--- config.mk ---
export PLATFORM = sky130hd
export DESIGN_NAME = div_seq
export DESIGN_NICKNAME = d
export VERILOG_FILES = /design/src/rtl/calc_pkg.sv /design/src/rtl/div_step.sv /design/src/rtl/div_seq.sv
export SDC_FILE = /design/constraint.sdc
export NUM_CORES = 1
export LEC_CHECK = 0
export ABC_AREA = 1
export BUFFER_PORTS_ARGS = -buffer_cell sky130_fd_sc_hd__buf_2
export CORE_MARGIN = 3
export CORE_UTILIZATION = 56
export CTS_CLUSTER_SIZE = 25
export DETAILED_ROUTE_END_ITERATION = 8
export GPL_TIMING_DRIVEN = 1
export PLACE_DENSITY = 0.86
export SLEW_MARGIN = 40
export SYNTH_ARGS = -nofsm -noshare
export SYNTH_HDL_FRONTEND = slang
export SYNTH_SLANG_ARGS = --single-unit
--- constraint.sdc ---
create_clock -name clk -period 2.9 [get_ports clk]
set_clock_uncertainty 0.05 [all_clocks]
set_input_delay 0 -clock clk [delete_from_list [all_inputs] [get_ports clk]]
set_output_delay 0 -clock clk [all_outputs]
set_load 0.03 [all_outputs]
--- src/rtl/calc_pkg.sv ---
// Shared calculator datapath types: divider FSM states and sign-magnitude packing.
package calc_pkg;

  localparam int DATA_W   = 8;
  localparam int SIGN_BIT = DATA_W;

  typedef enum logic [1:0] {
    IDLE,
    RUN,
    DONE
  } divStateT;

  // Sign-magnitude pack; a zero magnitude always carries a positive sign.
  function automatic logic [DATA_W:0] sm_pack(input logic sign, input logic [DATA_W-1:0] mag);
    return {sign & (|mag), mag};
  endfunction

endpackage

--- src/rtl/div_step.sv ---
// One restoring-division iteration: shift in the next dividend bit, trial-subtract, emit quotient bit.
module div_step #(
  parameter int WIDTH = 8
) (
  input  logic [WIDTH-1:0] remIn,
  input  logic [WIDTH-1:0] quoIn,
  input  logic [WIDTH-1:0] divisor,
  output logic [WIDTH-1:0] remOut,
  output logic [WIDTH-1:0] quoOut
);

  logic [WIDTH:0] shifted;
  logic           fits;

  // The incoming remainder is always below the divisor, so only the shifted value needs WIDTH+1 bits.
  always_comb begin
    shifted = {remIn, quoIn[WIDTH-1]};
    fits    = shifted >= {1'b0, divisor};
    remOut  = fits ? (shifted[WIDTH-1:0] - divisor) : shifted[WIDTH-1:0];
    quoOut  = {quoIn[WIDTH-2:0], fits};
  end

endmodule

--- src/rtl/div_seq.sv ---
// Sequential sign-magnitude restoring divider, one quotient bit per clock.
// Optional DIV_BY_ZERO_ERR_EN: flag zero divisor via err and finish early.
module div_seq
  import calc_pkg::*;
#(
  parameter int WIDTH = DATA_W
) (
  input  logic           clk,
  input  logic           rst,
  input  logic           start,
  input  logic [WIDTH:0] numberA,
  input  logic [WIDTH:0] numberB,
  output logic           busy,
  output logic           done,
  output logic [WIDTH:0] quotient,
  output logic [WIDTH:0] remainder,
  output logic           err
);

  localparam int CNT_W = $clog2(WIDTH);
  localparam logic [CNT_W-1:0] LAST_ITER = CNT_W'(WIDTH - 1);

  divStateT         state, nextState;
  logic [WIDTH-1:0] remReg, quoReg, divReg;
  logic [WIDTH-1:0] stepRem, stepQuo;
  logic [CNT_W-1:0] iterCnt;
  logic             signQ, signR;
  logic             lastIter;

  div_step #(.WIDTH(WIDTH)) uStep (
    .remIn  (remReg),
    .quoIn  (quoReg),
    .divisor(divReg),
    .remOut (stepRem),
    .quoOut (stepQuo)
  );

`ifdef DIV_BY_ZERO_ERR_EN
  logic divZero;

  assign lastIter = divZero || (iterCnt == LAST_ITER);
  assign err      = done & divZero;
`else
  assign lastIter = iterCnt == LAST_ITER;
  assign err      = 1'b0;
`endif

  always_comb begin
    nextState = state;
    busy      = 1'b0;
    done      = 1'b0;
    case (state)
      IDLE: if (start) nextState = RUN;
      RUN: begin
        busy = 1'b1;
        if (lastIter) nextState = DONE;
      end
      DONE: begin
        busy      = 1'b1;
        done      = 1'b1;
        nextState = IDLE;
      end
      default: nextState = IDLE;
    endcase
  end

  always_ff @(posedge clk) begin
    if (rst) begin
      state     <= IDLE;
      remReg    <= '0;
      quoReg    <= '0;
      divReg    <= '0;
      iterCnt   <= '0;
      signQ     <= 1'b0;
      signR     <= 1'b0;
      quotient  <= '0;
      remainder <= '0;
`ifdef DIV_BY_ZERO_ERR_EN
      divZero   <= 1'b0;
`endif
    end else begin
      state <= nextState;
      case (state)
        IDLE: if (start) begin
          // Dividend magnitude seeds the quotient register and is shifted out MSB first.
          quoReg  <= numberA[WIDTH-1:0];
          divReg  <= numberB[WIDTH-1:0];
          remReg  <= '0;
          iterCnt <= '0;
          signQ   <= numberA[WIDTH] ^ numberB[WIDTH];
          signR   <= numberA[WIDTH];
`ifdef DIV_BY_ZERO_ERR_EN
          divZero <= numberB[WIDTH-1:0] == '0;
`endif
        end
        RUN: begin
          remReg  <= stepRem;
          quoReg  <= stepQuo;
          iterCnt <= iterCnt + 1'b1;
          if (lastIter) begin
            quotient  <= sm_pack(signQ, stepQuo);
            remainder <= sm_pack(signR, stepRem);
`ifdef DIV_BY_ZERO_ERR_EN
            // quoReg still holds the untouched dividend magnitude on the early exit.
            if (divZero) begin
              quotient  <= sm_pack(signQ, '1);
              remainder <= sm_pack(signR, quoReg);
            end
`endif
          end
        end
        default: ;
      endcase
    end
  end

endmodule
==> results.ini, run 1 <==
[status]
outcome=finished, final reports clean

[sta]
setup_viol=0
slew_headroom_pct=53.5
whs_ns=0.00486
max_freq_ghz=0.429
fin_setup_tns_ns=0
fin_crit_ns=2.33
worst_pin_slew_ns=0.694
period_share_pct=80.4
maxSlewViolCount=0
rsz0062_at_grt=false
hold_viol=0

[logic_synthesis]
async_flop_share_pct=0
yosysTopAreaCell=dfxtp_1
synthMuxAreaShare_pct=0
synth_top_area_share_pct=38.4
ys_warn_count=0
yosys.area_share.adder_pct=7.15
syn_inst=351
synthTopCellsByCount=nand2_1, dfxtp_1, inv_1
synth_top_family_by_area=simple AND/OR/NAND/NOR gates
synth_xor_area_share_pct=1.37
synthDistinctLibCells=34
synth-simple-area-share_pct=26.7
syn_area_per_cell_um2=7.28
synth_edf_count=0
ys_top_cells_by_area=dfxtp_1, nand2_1, ha_1
synth-compound-area-share_pct=16.4
synth_ff_type=dfxtp_1
ys_seq_area_share_pct=38.4
netlist_area_um2=2550
synth_most_common_cell=nand2_1
ys_seq_elements=49
syn_nets=386

[die]
die_x_um=73.5
ioPinCount=42
fp.dieH_um=73.5
rows=23
initial_core_util_pct=60.8
core_area_um2=4200
die-area_um2=5410

[finish]
n_fill_cell=321
nets=435
num_antenna_cells=0
utilization_pct=71.6
stdcell_count=451
drive_above_1_share_pct=17.2
syn2layout_area_growth_pct=17.8

[grt]
grt_pass1_vias=2241
overflow=0
antenna_found_initial=0
grt_pass1_wl_um=9940
grt_max_degree=29
grtUsageTotal_pct=23.3

[setup_path]
required_ns=3.06
startpoint_type=register
critPathArrivalTime_ns=2.49
max_stage_delay_ns=0.46
end_kind=register
cp_num_buf_inv=3
path_cells=inv_1 > ha_1 > inv_1 > o21ai_2 > clkinv_1 > a221oi_1
crit_fanout=18
setup.worst_path.class=register to register
critical-path-top-delay-family=buffers and inverters
cp_common_cell=inv_1
slowest_stage=clkinv_1

[power]
power.leakage_nw=1.47
cellPowerDensity_nw_per_um2=584
vdd_drop_max_uv=476

[detailed_routing]
finalWirelength_um=5800
drt-met1-wl_um=2610
drtAntennaViolNets=0
viasPerCell=5.31
drcViolationCount=0
drt-wirelength-per-cell_um=12.9
wl_met3_um=266
highest_layer=met4
wl_met2_um=2870
drtIter0Drc=155
dr.pass1.iters=4
vias=2394

[clock_tree]
clock_sinks=49
clkTransAtPathRegs_ns=0.09
numCtsBuffers=5
h-tree-depth=2
cts.path.max_buffers=2
root_buffer=clkbuf_8
insertion_delay_ns=0.31
post_cts_resized=0
cts_tree=built

[placement]
io_buffers=40
hpwl_um=4100
place.gp.congestion=0.925
place_inst=428

[hold_path]
hp-class=primary input to register

[job]
drv_cap=0

==> where the power goes <==
group	total, mW	internal [mW]	switching, mW
Sequential	0.727	0.706	0.0217
Combinational	0.535	0.190	0.346
Clock	0.496	0.259	0.237
==> metrics by stage <==
stage               total power [mW]  instance area, um^2  worst slack (ns)
finish                          1.76                 3010             0.569
global placement                1.24                 2750             0.721
detailed placement              1.25                 2750             0.585
floorplan                       1.18                 2550              1.01
global route                    1.86                 3010             0.240
CTS                             1.75                 3010             0.568
==> path summary, 6_finish.rpt <==
path / from / to / slack (ns) / cells past startpoint
max: state[1]$_SDFFE_PP0P_ / quoReg[0]$_SDFFE_PP0P_ / 0.57 / 6
min: numberA[0] / quoReg[0]$_SDFFE_PP0P_ / 0.005 / 3
min reg2reg: divReg[4]$_SDFFE_PP0P_ / divReg[4]$_SDFFE_PP0P_ / 0.42 / 2
max reg2reg: state[1]$_SDFFE_PP0P_ / quoReg[0]$_SDFFE_PP0P_ / 0.57 / 6
==> cells by family (layout without fill, tap and decap cells) <==
| logic type | Yosys count | after routing |
|---|---|---|
| AND/OR/NAND/NOR | 147 | 147 |
| AO/OA/AOI/OAI | 75 | 75 |
| buffers and inverters | 61 | 111 |
| flip-flops | 49 | 49 |
| adder cells (fa/ha/maj) | 14 | 14 |
| XOR/XNOR | 4 | 4 |
| other | 1 | 1 |
==> registers in the layout, summed over array words and instances (netlist names) <==
name / count
remReg: 8
signR: 1
remainder: 9
state: 2
signQ: 1
divReg: 8
iterCnt: 3
quotient: 9
quoReg: 8
==> layout make-up <==
| class | count | area, um^2 | share of cell area (%) |
|---|---|---|---|
| inverters | 48 | 180 | 5.99 |
| clock inverters | 3 | 43.8 | 1.46 |
| repair buffers | 55 | 350 | 11.6 |
| multi-input cells | 241 | 1320 | 44.0 |
| well taps | 50 | 62.6 | 2.08 |
| flip-flops and latches | 49 | 981 | 32.6 |
| clock buffers | 5 | 68.8 | 2.29 |
==> timing repair <==
item | in CTS | in global routing
hold endpoints to repair | 14 | 0
hold buffers | 15 | 0
setup buffers | 0 | 0
==> layer usage <==
layer / GRT usage [%] / vias to the layer above
li1: - / 1233
met1: 29.6 / 1099
met2: 39.9 / 55
met3: 4.79 / 7
met4: 6.44 / 0
met5: 0 / -
==> cell usage in the layout, fill, tap and decap left out, types with 13 or more instances in the layout <==
cell	synthesis	final
dfxtp_1	49	49
o21ai_0	28	28
buf_2	2	40
nand3_1	19	19
inv_1	43	43
nor2_1	25	25
ha_1	13	13
nand2_1	79	79
a21oi_1	29	29
dlygate4sd3_1	0	15
==> worst register-to-register path, delay by kind of cell, from the launching register on <==
kind                     cells  cell delay, ns
buffers and inverters        3            0.79
AO/OA/AOI/OAI                2            0.76
flip-flops                   1            0.33
adder cells (fa/ha/maj)      1            0.31
No activity file was read; power rests on OpenSTA's default activity.
==> run 2, diff against run 1 <==
Clock period 2.9 ns to 2.2 ns, I/O delays scaled along.
==> run 2 against run 1 <==
Clock-buffer cell count increased by 1. Utilization rose by 4.2 points. Routed wire length rose by 16%. Critical path type unchanged. Critical endpoint is now remainder[8]$_SDFFE_PP0P_. Highest routed layer unchanged.
==> results.ini, run 2 (synthesis results as in run 1) <==
[die]
die-area_um2=5410  ; unchanged
fp.dieH_um=73.5  ; unchanged
rows=23  ; unchanged
ioPinCount=42  ; unchanged
core_area_um2=4200  ; unchanged
initial_core_util_pct=60.8  ; unchanged
die_x_um=73.5  ; unchanged

[setup_path]
max_stage_delay_ns=0.33  ; was 0.46 ns
rr_startpoint=divReg[4]$_SDFFE_PP0P_  ; was state[1]$_SDFFE_PP0P_
end_kind=register  ; unchanged
cp_common_cell=nand2_1  ; was inv_1
path_cells=inv_1 > ha_4 > nand2_1 > nor2_1 > nand2_1 > nand3_2 > nand2_4 > nand2_8 > nand2_2 > nand2_1 > nand2_1 > nor2_2 > nand2_1 > nand2_1 > a21oi_2  ; was inv_1 > ha_1 > inv_1 > o21ai_2 > clkinv_1 > a221oi_1
required_ns=2.35  ; was 3.06 ns
reg2reg_depth=15  ; was 6
critical-path-top-delay-family=simple AND/OR/NAND/NOR gates  ; was buffers and inverters
critPathArrivalTime_ns=2.31  ; was 2.49 ns
startpoint_type=register  ; unchanged
setup.worst_path.class=register to register  ; unchanged
slowest_stage=dfxtp_1  ; was clkinv_1
rr_endpoint=remainder[8]$_SDFFE_PP0P_  ; was quoReg[0]$_SDFFE_PP0P_
cp_num_buf_inv=1  ; was 3
crit_fanout=11  ; was 18
r2r_slack_ns=0.04  ; was 0.57 ns

[placement]
place.gp.congestion=0.944  ; was 0.925
dpl_cell_area_um2=2800  ; was 2750 um^2
hpwl_um=4310  ; was 4100 um
io_buffers=40  ; unchanged

[power]
vdd_drop_max_uv=529  ; was 476 uV
cellPowerDensity_nw_per_um2=733  ; was 584 nW/um^2
power.leakage_nw=1.51  ; was 1.47 nW

[status]
outcome=finished, final reports clean  ; unchanged

[sta]
period_share_pct=98.1  ; was 80.4%
hold_viol=0  ; unchanged
setup_viol=0  ; unchanged
fin_crit_ns=2.16  ; was 2.33 ns
max_freq_ghz=0.463  ; was 0.429 GHz
maxSlewViolCount=0  ; unchanged

[grt]
antenna_found_initial=0  ; unchanged
grt_pass1_wl_um=10200  ; was 9940 um
grtUsageTotal_pct=24.1  ; was 23.3%
grt_max_degree=29  ; unchanged
grt_pass1_vias=2323  ; was 2241
overflow=0  ; unchanged

[detailed_routing]
dr.pass1.iters=4  ; unchanged
finalWirelength_um=6710  ; was 5800 um
viasPerCell=5.53  ; was 5.31
drtAntennaViolNets=0  ; unchanged
drt-wirelength-per-cell_um=14.5  ; was 12.9 um
vias=2564  ; was 2394
drtIter0Drc=220  ; was 155
drcViolationCount=0  ; unchanged

[finish]
utilization_pct=75.8  ; was 71.6%
nets=448  ; was 435
mostFrequentLayoutCells=nand2_1, dfxtp_1, inv_1  ; unchanged
n_fill_cell=285  ; was 321
reg_top3=quotient x9, remainder x9  ; unchanged
drive_above_1_share_pct=22.5  ; was 17.2%
final_common_cell=nand2_1  ; unchanged
num_antenna_cells=0  ; unchanged
syn2layout_area_growth_pct=24.7  ; was 17.8%
final_area_um2=3190  ; was 3010 um^2

[clock_tree]
h-tree-depth=2  ; unchanged
clock_sinks=49  ; unchanged
root_buffer=clkbuf_8  ; unchanged
clkTransAtPathRegs_ns=0.10  ; was 0.09 ns
insertion_delay_ns=0.31  ; about the same
cts_tree=built  ; unchanged
numCtsBuffers=5  ; unchanged
cts.path.max_buffers=2  ; unchanged

[hold_path]
hp-class=primary input to register  ; unchanged
hold_depth=5  ; was 3
min-delay-start=numberA[1]  ; was numberA[0]
holdPathEnd=quoReg[1]$_SDFFE_PP0P_  ; was quoReg[0]$_SDFFE_PP0P_

[job]
drv_cap=0  ; unchanged

run 2: area by class of cell:
class                      instances  area (um^2)  area share (%)
sequential                        49          985            30.9
multi-input combinational        242         1430            44.9
tap                               50         62.6            1.96
inverter                          48          180            5.65
timing repair buffer              67          443            13.9
clock inverter                     2         13.8           0.432
clock buffer                       6         72.6            2.28
run 2: worst register-to-register path: cells and delay by family (launching register included):
kind / cells / cell delay (ns)
buffers and inverters: 1 / 0.08
adders and majority gates: 1 / 0.30
AOI/OAI and AO/OA: 1 / 0.05
DFF: 1 / 0.33
and+or+nand+nor: 12 / 1.24
run 2: report_power, final:
group / internal (mW) / leakage [nW] / switching, mW
registers: 0.931 / 0.401 / 0.0339
clock network: 0.227 / 0.0456 / 0.315
logic: 0.317 / 1.06 / 0.513
total: 1.48 / 1.51 / 0.862
run 2: worst max path at each step:
stage / from / endpoint / cells past startpoint
6_report: divReg[4]$_SDFFE_PP0P_ / remainder[8]$_SDFFE_PP0P_ / 15
5_1_grt: remReg[1]$_SDFFE_PP0P_ / remainder[8]$_SDFFE_PP0P_ / 15
4_1_cts: remReg[1]$_SDFFE_PP0P_ / remainder[8]$_SDFFE_PP0P_ / 15
3_5_place_dp: remReg[1]$_SDFFE_PP0P_ / remainder[8]$_SDFFE_PP0P_ / 15
3_3_place_gp: remReg[5]$_SDFFE_PP0P_ / remainder[8]$_SDFFE_PP0P_ / 15
2_1_floorplan: divReg[2]$_SDFFE_PP0P_ / remainder[8]$_SDFFE_PP0P_ / 17
run 2: through the flow:
| step | instances | setup WS, ns | hold slack (ns) | power, mW | TNS [ns] |
|---|---|---|---|---|---|
| floorplan | 351 | 0.310 | 0.110 | 1.55 | 0 |
| global placement | 435 | 0.133 | 0.205 | 1.64 | 0 |
| detailed placement | 435 | 0.0889 | 0.216 | 1.66 | 0 |
| CTS | 459 | 0.0709 | 0.0348 | 2.21 | 0 |
| global route | 464 | -0.0834 | 0.0908 | 2.46 | -0.0834 |
| finish | 464 | 0.0421 | 0.0325 | 2.34 | 0 |
run 2: what timing repair did:
action	4_1_cts	5_1_grt
buffers inserted	0	4
setup endpoints to repair	0	4
resized for setup	0	14
hold buffers	16	0
hold endpoints to repair	15	0
run 2: per-layer routing:
layer  vias to the layer above  global-route usage, %  share of wire, %
met5                         -                      0                 0
met4                         0                   10.3               3.7
met3                        30                   5.20               6.8
met2                       117                   40.0                49
met1                      1154                   30.1                41
li1                       1263                      -                 -
==> run 3, diff against run 2 <==
Settings changed: PLACE_DENSITY 0.86 to 0.79.
==> run 3 against run 2 <==
Register-to-register slack better by 0.04 ns. Cell area grew 2.3%. Hold slack worse by 0.011 ns. Routed wire length increased by 3.2%. Global-route usage increased by 2.1 points. Largest cell class unchanged. Critical endpoint unchanged. Clock-buffer cell count grew 1. Highest routed layer unchanged. Sequential cell count unchanged. Critical path depth unchanged. First-iteration DRC count decreased by 15%. Sequential share of layout area shrank 0.55 points. Largest power group unchanged.
==> results.ini, run 3 (synthesis results as in run 1) <==
[clock_tree]
clkTransAtPathRegs_ns=0.09  ; was 0.10 ns
numCtsBuffers=5  ; unchanged
insertion_delay_ns=0.31  ; about the same
cts.path.max_buffers=2  ; unchanged
root_buffer=clkbuf_8  ; unchanged
cts_tree=built  ; unchanged
clock_sinks=49  ; unchanged
h-tree-depth=2  ; unchanged

[setup_path]
critPathArrivalTime_ns=2.26  ; was 2.31 ns
startpoint_type=register  ; unchanged
rr_startpoint=divReg[1]$_SDFFE_PP0P_  ; was divReg[4]$_SDFFE_PP0P_
required_ns=2.35  ; about the same
setup.worst_path.class=register to register  ; unchanged
crit_fanout=5  ; was 11
startpoint=divReg[1]$_SDFFE_PP0P_  ; was divReg[4]$_SDFFE_PP0P_
end_kind=register  ; unchanged

[finish]
n_fill_cell=302  ; was 285
reg_top3=quotient x9, remainder x9  ; unchanged
drive_above_1_share_pct=25.8  ; was 22.5%
final_common_cell=nand2_1  ; unchanged
utilization_pct=77.6  ; was 75.8%
syn2layout_area_growth_pct=27.6  ; was 24.7%
mostFrequentLayoutCells=nand2_1, dfxtp_1, buf_2  ; was nand2_1, dfxtp_1, inv_1
num_antenna_cells=0  ; unchanged
nets=449  ; was 448

[sta]
fin_crit_ns=2.11  ; was 2.16 ns
rsz0062_at_grt=true
setup_viol=0  ; unchanged
maxSlewViolCount=0  ; unchanged
max_freq_ghz=0.473  ; was 0.463 GHz
hold_viol=0  ; unchanged
whs_ns=0.0216  ; was 0.0325 ns
setup_ws_ns=0.0863  ; was 0.0421 ns
period_share_pct=96.1  ; was 98.1%

[detailed_routing]
drtAntennaViolNets=0  ; unchanged
viasPerCell=5.54  ; was 5.53
drt-wirelength-per-cell_um=14.9  ; was 14.5 um
finalWirelength_um=6930  ; was 6710 um
drcViolationCount=0  ; unchanged
drtIter0Drc=187  ; was 220
dr.pass1.iters=5  ; was 4
vias=2578  ; was 2564

[grt]
grt_pass1_wl_um=11100  ; was 10200 um
grt_pass1_vias=2441  ; was 2323
grt_max_degree=29  ; unchanged
antenna_found_initial=0  ; unchanged
grtUsageTotal_pct=26.3  ; was 24.1%
overflow=0  ; unchanged

[die]
initial_core_util_pct=60.8  ; unchanged
ioPinCount=42  ; unchanged
die-area_um2=5410  ; unchanged
core_area_um2=4200  ; unchanged
die_x_um=73.5  ; unchanged
fp.dieH_um=73.5  ; unchanged
rows=23  ; unchanged

[power]
switchingPower_uw=879  ; was 862 uW
p_sw_share_pct=34.7  ; was 36.9%
pwr-share-clk_pct=26.6  ; was 23.2%
vdd_drop_max_uv=517  ; was 529 uV
power.leakage_nw=1.54  ; was 1.51 nW
share_comb_of_total_power_pct=35.3  ; was 35.5%
cellPowerDensity_nw_per_um2=777  ; was 733 nW/um^2
internal_power_mw=1.65  ; was 1.48 mW
p_seq_share_pct=38.1  ; was 41.3%

[hold_path]
hp-class=primary input to register  ; unchanged
min-delay-start=numberA[1]  ; unchanged

[placement]
io_buffers=40  ; unchanged
hpwl_um=4450  ; was 4310 um
place.gp.congestion=0.923  ; was 0.944
place_ws_ns=0.104  ; was 0.0889 ns

[status]
outcome=finished, final reports clean  ; unchanged

[job]
drv_cap=0  ; unchanged

-- run 3: cell count changes in the layout (fill, tap and decap cells not counted), sizes merged --
cell,previous run,this run
clkinv,3,1
bufinv,0,1
clkbuf,6,7
clkinvlp,0,1
inv,47,46
nand2,91,92
-- run 3: cell type report --
class	instances	area (um^2)	share of cell area, %
multi-input combinational	243	1450	44.4
sequential	49	990	30.4
timing repair buffer	67	459	14.1
inverter	48	184	5.64
clock buffer	7	86.3	2.65
tap	50	62.6	1.92
clock inverter	1	30.0	0.921
-- run 3: power groups by stage --
stage | clock network [mW] | logic, mW | registers [mW]
after floorplan | 0 | 0.580 | 0.970
after global routing | 0.714 | 0.979 | 0.971
after global placement | 0 | 0.668 | 0.977
after CTS | 0.681 | 0.714 | 0.958
final | 0.673 | 0.894 | 0.965
after detailed placement | 0 | 0.681 | 0.979
-- run 3: worst max-delay path, stage by stage (launching register included) --
cell and delay (ns):
dfxtp_2 0.34, inv_1 0.12, ha_4 0.23, nand2_1 0.06, nor2_1 0.04, nand2_1 0.10
nand3_2 0.15, nand2_4 0.17, buf_4 0.13, nand3b_1 0.14, nand2_2 0.13, nand2_2 0.06
nor2_2 0.10, nand2_1 0.06, nand2_1 0.07, a21oi_2 0.05
-- run 3: path summary, 6_finish.rpt --
check / to / slack [ns] / cells after the start
max reg2reg: remainder[8]$_SDFFE_PP0P_ / 0.09 / 15
min: quoReg[1]$_SDFFE_PP0P_ / 0.02 / 5
min reg2reg: iterCnt[0]$_SDFFE_PP0P_ / 0.41 / 1
max: remainder[8]$_SDFFE_PP0P_ / 0.09 / 15
-- run 3: repair_timing --
action                                  4_1_cts  5_1_grt
endpoints found under the setup margin        0        7
endpoints found under the hold margin        15        0
hold buffers                                 16        0
buffers inserted                              0        5
resized for setup                             0       29
-- run 3: through the flow --
stage / instance area (um^2) / power [mW] / cells / setup TNS [ns]
global route: 3260 / 2.66 / 465 / -0.0233
global placement: 2790 / 1.64 / 434 / 0
CTS: 3070 / 2.35 / 458 / 0
finish: 3260 / 2.53 / 465 / 0
floorplan: 2550 / 1.55 / 351 / 0
detailed placement: 2790 / 1.66 / 434 / 0
-- run 3: routing by layer --
| layer | share of wire, % | vias to the layer above | global-route usage, % | routed length [um] |
|---|---|---|---|---|
| li1 | - | 1271 | - | - |
| met1 | 42 | 1192 | 32.8 | 2920 |
| met2 | 51 | 100 | 43.9 | 3500 |
| met3 | 5.1 | 15 | 4.65 | 356 |
| met4 | 2.2 | 0 | 11.7 | 153 |
| met5 | 0 | - | 0 | 0 |
